$ cat config.mk
export PLATFORM = sky130hd
export DESIGN_NAME = rob
export DESIGN_NICKNAME = d
export VERILOG_FILES = /design/src/rtl/rob.sv
export SDC_FILE = /design/constraint.sdc
export NUM_CORES = 2
export LEC_CHECK = 0
export CORE_ASPECT_RATIO = 1.2
export CORE_UTILIZATION = 60
export CTS_CLUSTER_SIZE = 20
export DETAILED_ROUTE_END_ITERATION = 10
export GPL_TIMING_DRIVEN = 0
export PLACE_DENSITY_LB_ADDON = 0.05
export SYNTH_ARGS = -nofsm -noshare
export SYNTH_HDL_FRONTEND = slang
export SYNTH_SLANG_ARGS = --single-unit
$ cat constraint.sdc
create_clock -name clk -period 21.6 [get_ports clk]
set_input_delay 6.48 -clock clk [delete_from_list [all_inputs] [get_ports clk]]
set_output_delay 6.48 -clock clk [all_outputs]
set_load 0.1 [all_outputs]
$ cat src/rtl/rob.sv
// Reorder buffer: allocates entries in program order, collects out-of-order
// writebacks, and retires up to MACHINE_WIDTH completed entries per cycle in order.
module rob #(
    parameter int MACHINE_WIDTH = 2,
    parameter int ROB_DEPTH     = 16,
    parameter int DATA_W        = 32,
    localparam int ID_W         = $clog2(ROB_DEPTH),
    localparam int DST_W        = 7
) (
    input  logic                                 clk,
    input  logic                                 resetn,
    input  logic                                 flush,
    input  logic [MACHINE_WIDTH-1:0]             alloc_valid,
    input  logic [MACHINE_WIDTH-1:0][DST_W-1:0]  alloc_dst,
    output logic                                 alloc_ready,
    output logic [MACHINE_WIDTH-1:0][ID_W-1:0]   rob_addr_new,
    input  logic [MACHINE_WIDTH-1:0]             wb_valid,
    input  logic [MACHINE_WIDTH-1:0][ID_W-1:0]   wb_id,
    input  logic [MACHINE_WIDTH-1:0][DATA_W-1:0] wb_data,
    output logic [MACHINE_WIDTH-1:0]             retire_valid,
    output logic [MACHINE_WIDTH-1:0][DST_W-1:0]  retire_dst,
    output logic [MACHINE_WIDTH-1:0][ID_W-1:0]   retire_preg,
    output logic [MACHINE_WIDTH-1:0][DATA_W-1:0] retire_data,
    output logic                                 empty
);

    localparam logic [ID_W:0] PTR_ONE = {{ID_W{1'b0}}, 1'b1};

    logic [ID_W:0]          head_q, head_d;
    logic [ID_W:0]          tail_q, tail_d;
    logic [ROB_DEPTH-1:0]   valid_q, valid_d;
    logic [ROB_DEPTH-1:0]   done_q, done_d;
    logic [DST_W-1:0]       dst_q  [ROB_DEPTH];
    logic [DST_W-1:0]       dst_d  [ROB_DEPTH];
    logic [DATA_W-1:0]      data_q [ROB_DEPTH];
    logic [DATA_W-1:0]      data_d [ROB_DEPTH];

    logic [ID_W:0]          count;
    logic [ID_W:0]          n_alloc;
    logic [ID_W:0]          n_retire;
    logic [ID_W-1:0]        ret_idx [MACHINE_WIDTH];
    logic                   ret_chain;
    logic                   do_alloc;

    // Wrap bit in the pointers keeps full (count=ROB_DEPTH) distinct from empty.
    assign count       = tail_q - head_q;
    assign alloc_ready = (ROB_DEPTH - int'(count)) >= MACHINE_WIDTH;
    assign empty       = (count == '0);
    assign do_alloc    = alloc_ready && !flush;

    // Valid lanes get compact indices; idle lanes still see the next free slot.
    always_comb begin
        n_alloc = '0;
        for (int i = 0; i < MACHINE_WIDTH; i++) begin
            rob_addr_new[i] = tail_q[ID_W-1:0] + n_alloc[ID_W-1:0];
            if (alloc_valid[i]) begin
                n_alloc = n_alloc + PTR_ONE;
            end
        end
    end

    always_comb begin
        n_retire  = '0;
        ret_chain = !flush;
        for (int i = 0; i < MACHINE_WIDTH; i++) begin
            ret_idx[i]      = head_q[ID_W-1:0] + ID_W'(i);
            ret_chain       = ret_chain && valid_q[ret_idx[i]] && done_q[ret_idx[i]];
            retire_valid[i] = ret_chain;
            retire_preg[i]  = ret_idx[i];
            retire_dst[i]   = dst_q[ret_idx[i]];
            retire_data[i]  = data_q[ret_idx[i]];
            if (ret_chain) begin
                n_retire = n_retire + PTR_ONE;
            end
        end
    end

    always_comb begin
        head_d  = head_q;
        tail_d  = tail_q;
        valid_d = valid_q;
        done_d  = done_q;
        dst_d   = dst_q;
        data_d  = data_q;
        if (flush) begin
            head_d  = '0;
            tail_d  = '0;
            valid_d = '0;
            done_d  = '0;
        end else begin
            // Later lanes overwrite earlier ones when they target the same entry.
            for (int l = 0; l < MACHINE_WIDTH; l++) begin
                if (wb_valid[l] && valid_q[wb_id[l]]) begin
                    done_d[wb_id[l]] = 1'b1;
                    data_d[wb_id[l]] = wb_data[l];
                end
            end
            for (int i = 0; i < MACHINE_WIDTH; i++) begin
                if (retire_valid[i]) begin
                    valid_d[ret_idx[i]] = 1'b0;
                    done_d[ret_idx[i]]  = 1'b0;
                end
            end
            if (do_alloc) begin
                for (int l = 0; l < MACHINE_WIDTH; l++) begin
                    if (alloc_valid[l]) begin
                        valid_d[rob_addr_new[l]] = 1'b1;
                        done_d[rob_addr_new[l]]  = 1'b0;
                        dst_d[rob_addr_new[l]]   = alloc_dst[l];
                    end
                end
                tail_d = tail_q + n_alloc;
            end
            head_d = head_q + n_retire;
        end
    end

    always_ff @(posedge clk) begin
        if (!resetn) begin
            head_q  <= '0;
            tail_q  <= '0;
            valid_q <= '0;
            done_q  <= '0;
        end else begin
            head_q  <= head_d;
            tail_q  <= tail_d;
            valid_q <= valid_d;
            done_q  <= done_d;
        end
    end

    // Payload is qualified by valid/done, so it needs no reset.
    always_ff @(posedge clk) begin
        dst_q  <= dst_d;
        data_q <= data_d;
    end

endmodule

==> flow_summary.yaml <==
status:
  status: "complete, but fails checks"
  violations: "max-capacitance violations, max-slew violations"
global_routing:
  grt_max_degree: 122
  grtUsageTotal: 0.4401
  grt_pass1_wl_um: 238300
  antenna_found_initial: 8
  grt_pass1_vias: 34500
  gr-total-overflow: 0
critical_path:
  crit_path_start: "flush"
  r2r_slack_ns: 15.62
  worst_ep_required_time_ns: 15.12
  rr_startpoint: "head_q[1]"
  path_common_cell: "clkdlybuf4s50_1"
  critPathCapture: "retire_valid[1]"
  crit_type: "in -> out"
  worstPathCellList: "clkdlybuf4s50_1 > nor2_1 > o21ai_0 > nor3_1 > buf_2 > buf_4 > clkdlybuf4s50_1"
  cp-end-kind: "primary output"
  reg2reg_to: "head_q[4]"
  path_max_fanout: 11
  worst-path-buf-inv: 4
  startpoint_type: "primary input"
  cp.arrival_ns: 9.80
  slowest_stage: "clkdlybuf4s50_1"
  cp_top_family: "buffers and inverters"
  slowest_delay_ns: 1.12
  ff2ff_path_depth: 16
  worstSetupPathDepth: 7
pwr:
  power_w: 0.003529
  clkPwrFrac: 0.369
  vdd_drop_max_uv: 61.49
  p_per_area_mw_per_mm2: 70.87
  power_frac_seq: 0.468
  p_sw_w: 0.001009
  comb_power_share: 0.163
  intPower_w: 0.002520
  switching_share: 0.2858
  power_leakage_nw: 17.57
yosys:
  synthCells: 3765
  synth_fp_nets: 3882
  synth_area_leader_cell: "edfxtp_1"
  synth_area_mm2: 0.04452
  ys_ff_latch: 666
  async_flop_share: 0
  avgSynthCellArea_um2: 11.83
  ys_types: 64
  synth-edff-count: 624
  ys_top_cells_by_area: "edfxtp_1 (42%), mux4_2 (21%), mux2i_1 (14%)"
  synth_ff_type: "edfxtp_1"
  synth.top_cell.area_share: 0.4209
  ys_warn_count: 0
  ys_seq_area_frac: 0.4397
floorplanning:
  rows: 109
  core_area_mm2: 0.07351
  die_h_um: 300.4
  start_util: 0.6057
  dieArea_mm2: 0.07531
  die_width_um: 250.7
  design.portCount: 191
clock_network:
  cts-resized-gates: 0
  cts_root_buf: "clkbuf_16"
  cts_tree: "built"
  post-cts-setup-buffers: 0
  numCtsBuffers: 73
  clock_sinks: 666
  clkSlewWorstSetupHoldPaths_ns: 0.06
  insertion_delay_ns: 0.64
  cts.htree.levels: 3
  cts_buffer_depth: 3
  ctsHoldBuffers: 0
finish:
  fill_cells: 5635
  final_core_util: 0.6774
  final_common_cell: "mux2i_1"
  final_cell_mix: "mux2i_1 (625), edfxtp_1 (624), nor2_1 (451)"
  syn2layout_area_growth_pct: 11.83
  nets: 4114
  drive_gt1_frac: 0.1379
route:
  wl_per_cell_um: 33.40
  vias: 36600
  wl_um: 167000
  drc_errors: 0
  ant_nets: 0
  drtIter0Drc: 6039
  vias_per_cell: 7.317
  first_pass_iters: 7
placement:
  io_buffers: 149
  gp_congestion: 0.9805
  dp_hpwl_um: 111400
timing:
  slew_violations: 22
  min_period_over_period: 0.7538
  finalClockSkew_ns: 0.02535
  finalHoldViolCount: 0
  finalSetupViolCount: 0
  worst_pin_slew_ns: 1.518
  slew_headroom: -0.01203
  final.min_clock_period_ns: 16.28
  clock.fmax_mhz: 61.42
  rsz0062_at_grt: "false"
run:
  maxCapViolations: 2
min_path:
  hold_class: "reg -> reg"
==> how the worst min path moves through the flow <==
stage	start	cells past startpoint	to	slack [ns]
finish	tail_q[4]	2	tail_q[4]	0.50
detailed placement	tail_q[4]	2	tail_q[4]	0.49
global route	tail_q[4]	2	tail_q[4]	0.55
global placement	tail_q[4]	2	tail_q[4]	0.48
floorplan	tail_q[4]	2	tail_q[4]	0.46
CTS	tail_q[4]	2	tail_q[4]	0.50
==> synth_stat cells, types with 6 or more instances <==
cell type	count
mux2i_1	625
inv_1	16
buf_1	95
o2bb2ai_1	12
clkbuf_1	309
a21oi_1	438
buf_2	14
nor2b_1	11
buf_4	9
dfxtp_1	42
ha_1	21
and2_1	9
nand3_1	25
nor3b_1	7
mux4_2	406
xnor2_1	7
o21ai_0	221
nor3_1	13
a31oi_1	12
edfxtp_1	624
nand2_1	293
o211a_1	6
nor2_1	451
and3_1	21
==> worst min-delay path: stages, from the launching register on <==
cell and delay (ns):
dfxtp_1 0.33, o31ai_1 0.07, a21oi_1 0.06
==> logic make-up after synthesis <==
group / after synthesis / synth area share
multiplexers: 1034 / 0.3466
adder cells (fa/ha/maj): 24 / 0.007250
AO/OA/AOI/OAI: 726 / 0.08636
flip-flops: 666 / 0.4397
XOR/XNOR: 11 / 0.002473
AND/OR/NAND/NOR: 859 / 0.07888
buffers and inverters: 445 / 0.03867
==> final cells by class <==
| cell class | count | area, um2 | share of cell area |
|---|---|---|---|
| inverters | 18 | 80.08 | 0.001608 |
| diodes | 6 | 15.01 | 0.0003015 |
| clock inverters | 34 | 307.8 | 0.006182 |
| clock buffers | 97 | 2062 | 0.04141 |
| multi-input cells | 2654 | 23220 | 0.4664 |
| well taps | 943 | 1180 | 0.02370 |
| plain buffers | 427 | 1659 | 0.03332 |
| flip-flops and latches | 666 | 19580 | 0.3932 |
| repair buffers | 157 | 1687 | 0.03387 |
==> power by group through the flow <==
stage | Clock [W] | Sequential [W] | Combinational, W
finish | 0.00130 | 0.00165 | 0.000575
CTS | 0.00129 | 0.00165 | 0.000567
global placement | 0 | 0.00170 | 0.000549
global route | 0.00134 | 0.00166 | 0.000603
detailed placement | 0 | 0.00167 | 0.000565
floorplan | 0 | 0.00166 | 0.000422
==> metrics by stage <==
step	cell area (um2)	setup WS (ns)	hold WS, ns	TNS (ns)	std cells
finish	49790	5.319	0.5008	0	5002
global route	49790	5.197	0.5486	0	5000
CTS	49720	5.323	0.4998	0	4993
detailed placement	47350	5.337	0.4897	0	4862
global placement	47200	-6.045	0.4822	-916.46	4857
floorplan	44520	1.926	0.4643	0	3765
==> per-layer routing <==
metal | routed length [um] | up-vias | GRT usage | share of wire
met3 | 24120 | 562 | 0.1483 | 0.14
met1 | 58920 | 18080 | 0.5789 | 0.35
met4 | 8999 | 8 | 0.2182 | 0.054
met2 | 74910 | 3066 | 0.6560 | 0.45
met5 | 88 | - | 0.004444 | 0.00053
li1 | - | 14890 | - | -
==> registers in the layout, summed over array words and instances, names as in the netlist <==
name,count
data_q,512
done_q,16
dst_q,112
head_q,5
tail_q,5
valid_q,16
Power figures use the tool's default switching activity.
